==> config.mk <==
export PLATFORM = sky130hd
export DESIGN_NAME = vote_input_conditioner
export DESIGN_NICKNAME = d
export VERILOG_FILES = /design/src/rtl/vote_input_conditioner.sv
export SDC_FILE = /design/constraint.sdc
export NUM_CORES = 1
export LEC_CHECK = 0
export BUFFER_PORTS_ARGS = -buffer_cell sky130_fd_sc_hd__buf_2
export CORE_ASPECT_RATIO = 0.8
export CORE_MARGIN = 2
export CORE_UTILIZATION = 54
export CTS_CLUSTER_DIAMETER = 200
export CTS_CLUSTER_SIZE = 20
export DETAILED_ROUTE_END_ITERATION = 10
export PLACE_DENSITY = 0.8
export SETUP_SLACK_MARGIN = 0.1
export SKIP_CTS_REPAIR_TIMING = 1
export SYNTH_ARGS = -nofsm -noshare
export SYNTH_HDL_FRONTEND = slang
export SYNTH_SLANG_ARGS = --single-unit
==> constraint.sdc <==
create_clock -name clk -period 2.1 [get_ports clk]
set_input_delay 0.21 -clock clk [delete_from_list [all_inputs] [get_ports clk]]
set_output_delay 0.21 -clock clk [all_outputs]
set_load 0.01 [all_outputs]
==> src/rtl/vote_input_conditioner.sv <==
// Vote input conditioner: synchronizes and debounces four buttons, then
// emits one vote (or a reject) per press followed by a lockout window.
module vote_input_conditioner #(
  parameter int DEBOUNCE_CYCLES = 4,
  parameter int LOCKOUT_CYCLES  = 8
) (
  input  logic       clk,
  input  logic       rst,
  input  logic [3:0] btn,
  input  logic       enable,
  output logic       a,
  output logic       b,
  output logic       c,
  output logic       d,
  output logic       busy,
  output logic       reject
);

  localparam logic [7:0] DB_LAST = 8'(DEBOUNCE_CYCLES - 1);
  localparam logic [7:0] LK_LAST = 8'(LOCKOUT_CYCLES - 1);

  typedef enum logic {IDLE, LOCK} state_t;

  state_t     state;
  logic [3:0] sync1;
  logic [3:0] sync2;
  logic [3:0] level;
  logic [3:0] rise;
  logic [3:0] vote;
  logic [7:0] dcnt [4];
  logic [7:0] lcnt;
  logic       multi;

  assign a = vote[0];
  assign b = vote[1];
  assign c = vote[2];
  assign d = vote[3];

  // Two or more bits set: clearing the lowest set bit leaves something.
  assign multi = |(rise & (rise - 4'd1));

  always_ff @(posedge clk) begin
    if (rst) begin
      sync1 <= '0;
      sync2 <= '0;
    end else begin
      sync1 <= btn;
      sync2 <= sync1;
    end
  end

  // rise is a registered one-cycle strobe of each 0->1 level toggle.
  always_ff @(posedge clk) begin
    if (rst) begin
      level <= '0;
      rise  <= '0;
      for (int i = 0; i < 4; i++)
        dcnt[i] <= '0;
    end else begin
      for (int i = 0; i < 4; i++) begin
        rise[i] <= 1'b0;
        if (sync2[i] == level[i]) begin
          dcnt[i] <= '0;
        end else if (dcnt[i] >= DB_LAST) begin
          dcnt[i]  <= '0;
          level[i] <= ~level[i];
          rise[i]  <= ~level[i];
        end else begin
          dcnt[i] <= dcnt[i] + 8'd1;
        end
      end
    end
  end

  always_ff @(posedge clk) begin
    if (rst) begin
      state  <= IDLE;
      lcnt   <= '0;
      vote   <= '0;
      busy   <= 1'b0;
      reject <= 1'b0;
    end else begin
      vote   <= '0;
      reject <= 1'b0;
      unique case (state)
        IDLE: begin
          if (enable && (rise != 4'd0)) begin
            state <= LOCK;
            lcnt  <= '0;
            busy  <= 1'b1;
            if (multi)
              reject <= 1'b1;
            else
              vote <= rise;
          end
        end
        LOCK: begin
          if ((lcnt >= LK_LAST) && (level == 4'd0)) begin
            state <= IDLE;
            busy  <= 1'b0;
          end else if (lcnt != 8'hFF) begin
            lcnt <= lcnt + 8'd1;
          end
        end
        default: state <= IDLE;
      endcase
    end
  end

endmodule

==> impl_metrics.toml <==
[logic_synthesis]
seq_area_frac_synth = 0.668
yosys_register_bits = 63
synthMuxAreaShare = 0.0211
synth-simple-area-share = 0.189
avgSynthCellArea_sq_um = 12.8
synth_top_family_by_area = "simple AND/OR/NAND/NOR gates"
syn_area_sq_mm = 0.00237
synthAdderAreaFrac = 0.0264
synthCells = 185
synth_compound_area_frac = 0.0544
synth.distinct_cells = 37
synthXorXnorAreaFrac = 0.0148
synth_warnings = 0

[global_routing]
grt_max_degree = 33
grt_pass1_vias = 1398
grt_usage = 0.164
grt.overflow.total = 0
grt_first_pass_wirelength_mm = 5.93
antenna_found_initial = 0

[floorplan]
start_util = 0.563
boundaryPins = 13
die_h_microns = 63.2
die_x_microns = 78.0
rows = 21
core_area_sq_mm = 0.00420
die_area_sq_mm = 0.00493

[sta]
worstMarginPinSlew_ns = 0.577
slew_violations = 0
min_period_over_period = 0.869
finalClockSkew_ns = 0.00564
fmax_mhz = 548
setup_viol = 0
slew_headroom = 0.613
period_needed_ns = 1.82
hold_viol_final = 0
rsz0062_at_grt = "no"
setup-tns-final_ns = 0

[cts]
clk_pin_slew_ns = 0.06
cts_tree = "yes"
cts_sinks = 63
clk_latency_ns = 0.34
htreeDepth = 3
cts_buffer_depth = 2
numCtsBuffers = 9
clockRootBuffer = "clkbuf_8"

[setup_path]
startpoint_type = "register"
criticalPathCategory = "reg2reg"
arrival_ns = 2.08
worst_path_max_delay_cell = "or4b_1"
cp_max_fo = 11
crit_path_cell_trace = "ha_1 > nand2_1 > and3_2 > o22ai_2 > or4b_1 > a21oi_1"
critical_path_required_ns = 2.36
end_kind = "register"
slowest_delay_ns = 0.52

[detailed_routing]
drt_first_iter_violations = 72
route.detailed.drc = 0
vias_per_cell = 4.71
routed_wl_mm = 3.33
vias = 1501
drt-pass1-iter-count = 4
detail-route-antenna-nets = 0
wire_per_inst_microns = 10.4

[layout]
final-seq-area_sq_mm = 0.00158
synthToLayoutAreaGrowth_pct = 20.7
layout_common_cells = "conb_1, edfxtp_1, dfxtp_1"
multi_input_area_sq_um = 935
nFillCells = 330
drive_gt1_frac = 0.115
nets = 269
diodes = 0
final_common_cell = "conb_1"

[run]
cap_viol_max_count = 0

[outcome]
status = "finished, final reports clean"

[power]
finalPower_uw = 2410
p_per_area_mw_per_mm2 = 845
power_leakage_uw = 0.00114
ir_drop_v = 0.000497

[place]
io_buffer_count = 12
dpl.hpwl_mm = 2.32
gp_congestion = 0.861

[worst_hold_path]
hold_class = "in2reg"
[synth_stat cells]
master | n | share of area
edfxtp_1 | 32 | 0.41
dfxtp_1 | 31 | 0.26
nor2_1 | 15 | 0.024
nor4_1 | 11 | 0.029
nand2_1 | 10 | 0.016
nor2b_1 | 8 | 0.021
nor3_1 | 7 | 0.015
inv_1 | 6 | 0.0095
a21oi_1 | 5 | 0.011
ha_1 | 5 | 0.026
mux2i_1 | 5 | 0.021
clkbuf_1 | 4 | 0.0063
nand3_1 | 4 | 0.0085
nor4b_1 | 4 | 0.015
nor4bb_1 | 4 | 0.017
xnor2_1 | 4 | 0.015
nand4b_1 | 3 | 0.011
o21ai_0 | 3 | 0.0063
or3_1 | 3 | 0.0079
conb_1 | 2 | 0.0032
o21a_1 | 2 | 0.0063
o311ai_0 | 2 | 0.0074
a21boi_1 | 1 | 0.0032
and3_2 | 1 | 0.0032
and3b_1 | 1 | 0.0037
buf_6 | 1 | 0.0048
clkbuf_2 | 1 | 0.0021
nand3b_1 | 1 | 0.0032
nand4_1 | 1 | 0.0026
nor4_2 | 1 | 0.0053
o22a_2 | 1 | 0.0042
o22ai_2 | 1 | 0.0053
o31a_2 | 1 | 0.0042
o31ai_1 | 1 | 0.0032
o41ai_1 | 1 | 0.0037
or4_1 | 1 | 0.0032
or4b_1 | 1 | 0.0042
[stage by stage]
step           cell area (sq um)  setup slack [ns]  hold slack [ns]  std cells   util
4_1_cts                     2860             0.293           0.0749        319  0.679
3_3_place_gp                2680             0.367            0.419        303  0.637
6_report                    2860             0.276           0.0871        319  0.679
3_5_place_dp                2680             0.319            0.422        303  0.637
5_1_grt                     2860             0.156           0.0767        319  0.679
2_1_floorplan               2570             0.429            0.338        239      -
[registers in the layout (all words and copies together), names as in the netlist]
| register | count |
|---|---|
| rise | 4 |
| sync2 | 4 |
| busy | 1 |
| lcnt | 8 |
| sync1 | 4 |
| reject | 1 |
| dcnt | 32 |
| state | 1 |
| level | 4 |
| vote | 4 |
[metal layers]
metal | track usage | wire [microns] | vias up
met5 | 0 | 0 | -
met1 | 0.185 | 1550 | 687
met3 | 0.100 | 222 | 7
met2 | 0.249 | 1510 | 28
li1 | - | - | 779
met4 | 0.0724 | 48 | 0
[layout make-up]
class                      count  area share
inverter                       6     0.00788
clock buffer                  10      0.0447
clock inverter                 6      0.0180
multi-input combinational    164       0.327
tap                           57      0.0250
sequential                    63       0.554
timing repair buffer          13      0.0237
[power by group]
group / switching, uW / internal, uW
sequential: 24.2 / 1350
combinational: 57.2 / 33.6
clock: 414 / 531
[cell families after synthesis]
logic type | Yosys count
simple gates | 76
xor+xnor | 4
mux | 5
other cells | 2
fa+ha+maj | 5
flops | 63
compound gates | 18
buf+inv | 12
[path summary, 6_finish.rpt]
check	startpoint	end	slack, ns	cells past startpoint
max	lcnt[0]$_SDFFE_PP0P_	lcnt[0]$_SDFFE_PP0P_	0.28	6
min	btn[2]	sync1[2]$_SDFF_PP0_	0.09	2
max reg2reg	lcnt[0]$_SDFFE_PP0P_	lcnt[0]$_SDFFE_PP0P_	0.28	6
min reg2reg	sync1[2]$_SDFF_PP0_	sync2[2]$_SDFF_PP0_	0.44	1
[critical path: cells and delay by family, from the launching register on]
kind | cells | cell delay (ns)
simple gates | 3 | 0.85
flops | 1 | 0.33
compound gates | 2 | 0.32
fa+ha+maj | 1 | 0.25
(Power assumes the default switching activity.)
